===== config.mk =====
export PLATFORM = sky130hd
export DESIGN_NAME = stopwatch_ctrl
export DESIGN_NICKNAME = d
export VERILOG_FILES = /design/src/rtl/stopwatch_ctrl.sv
export SDC_FILE = /design/constraint.sdc
export NUM_CORES = 1
export LEC_CHECK = 0
export CORE_MARGIN = 2
export CORE_UTILIZATION = 60
export CTS_CLUSTER_SIZE = 8
export DETAILED_ROUTE_END_ITERATION = 8
export PLACE_DENSITY = 0.79
export SYNTH_ARGS = -nofsm -noshare
export SYNTH_HDL_FRONTEND = slang
export SYNTH_SLANG_ARGS = --single-unit

===== constraint.sdc =====
create_clock -name clk -period 3.1 [get_ports clk]
set_input_delay 0.93 -clock clk [delete_from_list [all_inputs] [get_ports clk]]
set_output_delay 0.93 -clock clk [all_outputs]
set_load 0.03 [all_outputs]

===== src/rtl/stopwatch_ctrl.sv =====
// stopwatch_ctrl: debounces the start/stop and lap/clear keys and sequences the stopwatch counter and display.
module stopwatch_ctrl #(
  parameter int DEB_CNT        = 1000000,
  parameter int DEB_W          = 20,
  parameter int KEY_ACTIVE_LOW = 1
) (
  input  logic       clk,
  input  logic       reset_n,
  input  logic       key_start,
  input  logic       key_lap,
  input  logic       cnt_full,
  output logic       cnt_en,
  output logic       cnt_clr,
  output logic       disp_hold,
  output logic [1:0] state
);
  typedef enum logic [1:0] {IDLE = 2'b00, RUN = 2'b01, PAUSE = 2'b10, LAP = 2'b11} state_t;
  localparam logic REL = (KEY_ACTIVE_LOW != 0);
  localparam logic [DEB_W-1:0] LAST = DEB_W'(DEB_CNT - 1);
  logic [1:0] raw, s1, s2, lvl, stable, press;
  logic [DEB_W-1:0] cnt [2];
  state_t cur, nxt;
  assign raw = {key_lap, key_start};
  // index 0 = start key, index 1 = lap key; pin polarity normalised so 1 means pressed
  for (genvar k = 0; k < 2; k++) begin : g_deb
    assign lvl[k] = s2[k] ^ REL;
    always_ff @(posedge clk or negedge reset_n)
      if (!reset_n) begin
        s1[k]     <= REL;
        s2[k]     <= REL;
        stable[k] <= 1'b0;
        press[k]  <= 1'b0;
        cnt[k]    <= '0;
      end else begin
        s1[k]    <= raw[k];
        s2[k]    <= s1[k];
        press[k] <= 1'b0;
        if (lvl[k] == stable[k]) cnt[k] <= '0;
        else if (cnt[k] == LAST) begin
          stable[k] <= lvl[k];
          press[k]  <= lvl[k];
          cnt[k]    <= '0;
        end else cnt[k] <= cnt[k] + 1'b1;
      end
  end
  // start outranks lap, which outranks cnt_full; an ignored start still swallows a coincident lap
  always_comb begin
    nxt = cur;
    unique case (cur)
      IDLE:  nxt = press[0] ? RUN : IDLE;
      RUN:   nxt = press[0] ? PAUSE : press[1] ? LAP : cnt_full ? PAUSE : RUN;
      LAP:   nxt = press[0] ? PAUSE : press[1] ? RUN : cnt_full ? PAUSE : LAP;
      PAUSE: nxt = press[0] ? (cnt_full ? PAUSE : RUN) : press[1] ? IDLE : PAUSE;
    endcase
  end
  always_ff @(posedge clk or negedge reset_n)
    if (!reset_n) begin
      cur       <= IDLE;
      cnt_en    <= 1'b0;
      cnt_clr   <= 1'b0;
      disp_hold <= 1'b0;
    end else begin
      cur       <= nxt;
      cnt_en    <= (nxt == RUN) || (nxt == LAP);
      cnt_clr   <= (cur == PAUSE) && (nxt == IDLE);
      disp_hold <= (nxt == LAP);
    end
  assign state = cur;
endmodule


==> run_summary.xml <==
<?xml version="1.0" encoding="UTF-8"?>
<metrics>
  <group name="power_and_ir_drop">
    <metric name="comb_power_share" unit="">0.035</metric>
    <metric name="power-per-cell-area" unit="mW/mm²">415.1</metric>
    <metric name="clockPowerShare" unit="">0.332</metric>
    <metric name="internal-power" unit="µW">874.0</metric>
    <metric name="cellLeakagePower" unit="nW">1.035</metric>
    <metric name="power.switching" unit="µW">248.3</metric>
    <metric name="share_seq_of_total_power" unit="">0.633</metric>
    <metric name="irDropWorstVdd" unit="mV">0.3496</metric>
    <metric name="swShare" unit="">0.2213</metric>
  </group>
  <group name="synth">
    <metric name="synth.distinct_cells" unit="">38</metric>
    <metric name="ys_async_sr_fraction" unit="">1.000</metric>
    <metric name="seq_area_frac_synth" unit="">0.5385</metric>
    <metric name="post_synth_main_area_contributors" unit="">dfrtp_1 50%, xnor2_1 10%, nor2_1 6.2%</metric>
    <metric name="number_of_enable_flip_flop_cells_after_synthesis" unit="">0</metric>
    <metric name="syn-num-nets" unit="">249</metric>
    <metric name="synth_commonest_cells" unit="">49 x dfrtp_1, 41 x nor2_1, 29 x xnor2_1</metric>
    <metric name="mappedNetlistArea" unit="mm²">0.002472</metric>
    <metric name="synth_top_cell_by_area" unit="">dfrtp_1</metric>
    <metric name="ys_seq_elements" unit="">53</metric>
    <metric name="synth_most_common_cell" unit="">dfrtp_1</metric>
    <metric name="ys_dominant_reg_cell" unit="">dfrtp_1</metric>
    <metric name="synth_area_per_cell" unit="µm²">10.22</metric>
    <metric name="synthesis.instances" unit="">242</metric>
    <metric name="post-synth-top-area-fraction" unit="">0.4960</metric>
    <metric name="yosysWarningCount" unit="">0</metric>
  </group>
  <group name="setup_path">
    <metric name="critPathTopFamily" unit="">buffers and inverters</metric>
    <metric name="crit-reg2reg-capture" unit="">cnt[3]</metric>
    <metric name="timing.critical_path.slowest_cell_delay" unit="ns">0.71</metric>
    <metric name="timing.setup.critical_path_class" unit="">reg2out</metric>
    <metric name="cp.required" unit="ns">2.17</metric>
    <metric name="timing.critical_path.from" unit="">state[0]</metric>
    <metric name="critPathCaptureType" unit="">output port</metric>
    <metric name="timing.critical_path.arrival" unit="ns">1.46</metric>
    <metric name="slowest_cell_on_the_critical_path" unit="">clkdlybuf4s50_1</metric>
    <metric name="reg2reg_setup_slack" unit="ns">0.90</metric>
    <metric name="worst-path-buf-inv" unit="">1</metric>
    <metric name="cell_chain_of_the_critical_path" unit="">clkdlybuf4s50_1</metric>
    <metric name="critPathMaxFanout" unit="">5</metric>
    <metric name="rr_startpoint" unit="">cnt[0]</metric>
    <metric name="r2r.worst_path.cells" unit="">5</metric>
    <metric name="timing.critical_path.from_type" unit="">flop</metric>
  </group>
  <group name="sta">
    <metric name="worst_slew_margin_rel" unit="">0.4859</metric>
    <metric name="max_slew.worst_pin.slew" unit="ns">0.7710</metric>
    <metric name="final_max_slew_viol_count" unit="">0</metric>
    <metric name="final.setup.worst_slack" unit="ns">0.7122</metric>
    <metric name="finalSetupViolations" unit="">0</metric>
    <metric name="finalCritPeriodShare" unit="">0.7703</metric>
    <metric name="final_hold_viol_count" unit="">0</metric>
    <metric name="fmax" unit="MHz">418.8</metric>
    <metric name="fin_tns_setup" unit="ns">0</metric>
    <metric name="timing.clock.skew" unit="ns">0.006752</metric>
    <metric name="unrepaired_setup_endpoints_after_global_routing" unit="">no</metric>
    <metric name="fin_crit" unit="ns">2.388</metric>
  </group>
  <group name="finish">
    <metric name="final_net_count" unit="">263</metric>
    <metric name="final_util" unit="">0.6808</metric>
    <metric name="insertedDiodeCount" unit="">0</metric>
    <metric name="fraction_of_layout_instances_using_a_drive_strength_above_1" unit="">0.09728</metric>
    <metric name="syn2layout_area_growth" unit="%">9.362</metric>
    <metric name="final_area" unit="mm²">0.002704</metric>
  </group>
  <group name="floorplanning">
    <metric name="design.core.area" unit="mm²">0.003971</metric>
    <metric name="die_y" unit="µm">68.19</metric>
    <metric name="fp-row-count" unit="">23</metric>
    <metric name="floorplan.io_pins" unit="">10</metric>
    <metric name="dieWidth" unit="µm">68.19</metric>
    <metric name="initial_utilization" unit="">0.6226</metric>
    <metric name="floorplan.die_area" unit="mm²">0.004650</metric>
  </group>
  <group name="clocking">
    <metric name="worst_skew_pair.late_latency" unit="ns">0.30</metric>
    <metric name="cts.repair.resized" unit="">0</metric>
    <metric name="clockBufferDepth" unit="">2</metric>
    <metric name="clk_root_buffer_cell" unit="">clkbuf_8</metric>
    <metric name="post-cts-setup-buffer-count" unit="">0</metric>
    <metric name="clk_pin_slew" unit="ns">0.09</metric>
    <metric name="ctsHtreeMaxLevel" unit="">2</metric>
    <metric name="number_of_clock_buffers_inserted_by_tritoncts" unit="">5</metric>
    <metric name="cts_hold_buffers" unit="">0</metric>
    <metric name="cts_tree" unit="">done</metric>
    <metric name="clock_sinks" unit="">53</metric>
  </group>
  <group name="worst_hold_path">
    <metric name="holdCritStartpoint" unit="">s1[0]</metric>
    <metric name="min_delay_endpoint" unit="">s2[0]</metric>
    <metric name="worstHoldPathType" unit="">reg2reg</metric>
    <metric name="min_path_cells" unit="">0</metric>
  </group>
  <group name="detailed_routing">
    <metric name="remaining_drc_errors" unit="">0</metric>
    <metric name="dr_total_vias" unit="">1746</metric>
    <metric name="via_per_inst" unit="">5.687</metric>
    <metric name="avgRoutedWirePerCell" unit="µm">14.09</metric>
    <metric name="routed_wl" unit="µm">4326</metric>
    <metric name="pre_repair_dr_iteration_count" unit="">4</metric>
    <metric name="final_antenna_net_count" unit="">0</metric>
    <metric name="detail_route.iter0.violations" unit="">166</metric>
  </group>
  <group name="grt">
    <metric name="globalRouteOverflowTotal" unit="">0</metric>
    <metric name="first_global_vias" unit="">1648</metric>
    <metric name="pin_count_of_the_biggest_net_entering_global_routing" unit="">32</metric>
    <metric name="grt_first_pass_wirelength" unit="µm">7479</metric>
    <metric name="grt_usage" unit="">0.2145</metric>
    <metric name="grt_antenna_before_repair" unit="">0</metric>
  </group>
  <group name="placed_design">
    <metric name="half_perimeter_wire_length_after_detailed_placement" unit="µm">2961</metric>
    <metric name="preCtsSetupSlack" unit="ns">0.9285</metric>
    <metric name="gpl.final_weighted_congestion" unit="">0.8454</metric>
    <metric name="count_of_input_and_output_buffers" unit="">9</metric>
    <metric name="dpl_cell_area" unit="mm²">0.002616</metric>
  </group>
  <group name="job">
    <metric name="maxCapViolations" unit="">0</metric>
  </group>
  <group name="status">
    <metric name="result_of_the_run" unit="">completed</metric>
  </group>
</metrics>
[final cells by class]
type	instances	area [µm²]
fillers	307	1267
inverters	10	37.54
well taps	50	62.56
clock buffers	6	72.57
flip-flops and latches	53	1331
repair buffers	11	100.1
clock inverters	2	15.01
multi-input cells	175	1085
[state kept, by name, summed over array words and instances, names as in the netlist]
signal	count
cnt_en	1
s1	2
state	2
s2	2
disp_hold	1
cnt	40
cnt_clr	1
press	2
stable	2
[worst max-delay path by stage]
stage	end	slack [ns]	depth (start not counted)
floorplan	cnt[10]	1.28	6
global placement	cnt[32]	1.0	5
detailed placement	cnt[3]	0.93	5
CTS	state[0]	0.70	1
global route	state[0]	0.63	1
finish	state[0]	0.71	1
[cell usage in the layout, fill, tap and decap left out, drive strengths merged]
cell type / synthesis / final
inv: 10 / 10
or4: 2 / 2
o221a: 1 / 1
o21ai: 11 / 11
ha: 2 / 2
nor4bb: 1 / 1
o31ai: 2 / 2
nand2: 12 / 12
xnor2: 29 / 29
xor2: 3 / 3
nor4: 12 / 12
nor2: 41 / 41
a31o: 2 / 2
nor2b: 1 / 1
a21oi: 7 / 7
nor3: 9 / 9
nand4b: 1 / 1
and2: 1 / 1
and3: 3 / 3
nor4b: 1 / 1
dfstp: 4 / 4
mux2i: 2 / 2
nand3b: 1 / 1
nand4: 12 / 12
or2: 3 / 3
or3: 3 / 3
nand3: 11 / 11
buf: 2 / 3
clkbuf: 2 / 6
clkinvlp: 0 / 2
nor3b: 1 / 1
dfrtp: 49 / 49
clkdlybuf4s50: 0 / 8
and3b: 1 / 1
[cells by family (layout without fill, tap and decap cells)]
family | count (synthesis) | in the layout | synth area share
AO/OA/AOI/OAI | 23 | 23 | 0.05718
XOR/XNOR | 32 | 32 | 0.1134
adder cells (fa/ha/maj) | 2 | 2 | 0.01012
buffers and inverters | 14 | 29 | 0.02277
flip-flops | 53 | 53 | 0.5385
multiplexers | 2 | 2 | 0.008097
AND/OR/NAND/NOR | 116 | 116 | 0.2500
[power groups by stage]
stage	clock, mW	sequential [mW]	combinational (mW)
floorplan	0	0.722	0.0164
global placement	0	0.723	0.0402
detailed placement	0	0.724	0.0403
CTS	0.386	0.710	0.0408
global route	0.416	0.712	0.0466
finish	0.373	0.710	0.0393
[metrics by stage]
stage	std cells	hold WS, ns	power (mW)
5_1_grt	307	0.3705	1.174
3_5_place_dp	299	0.3517	0.7640
6_report	307	0.3610	1.122
3_3_place_gp	299	0.3456	0.7634
2_1_floorplan	242	0.3452	0.7385
4_1_cts	307	0.3617	1.137
[metal layers]
metal / share of wire / GRT usage
met1: 0.51 / 0.3059
met2: 0.45 / 0.3265
met3: 0.031 / 0.05757
met4: 0.0076 / 0.05500
met5: 0 / 0
Power figures use the tool's default switching activity.
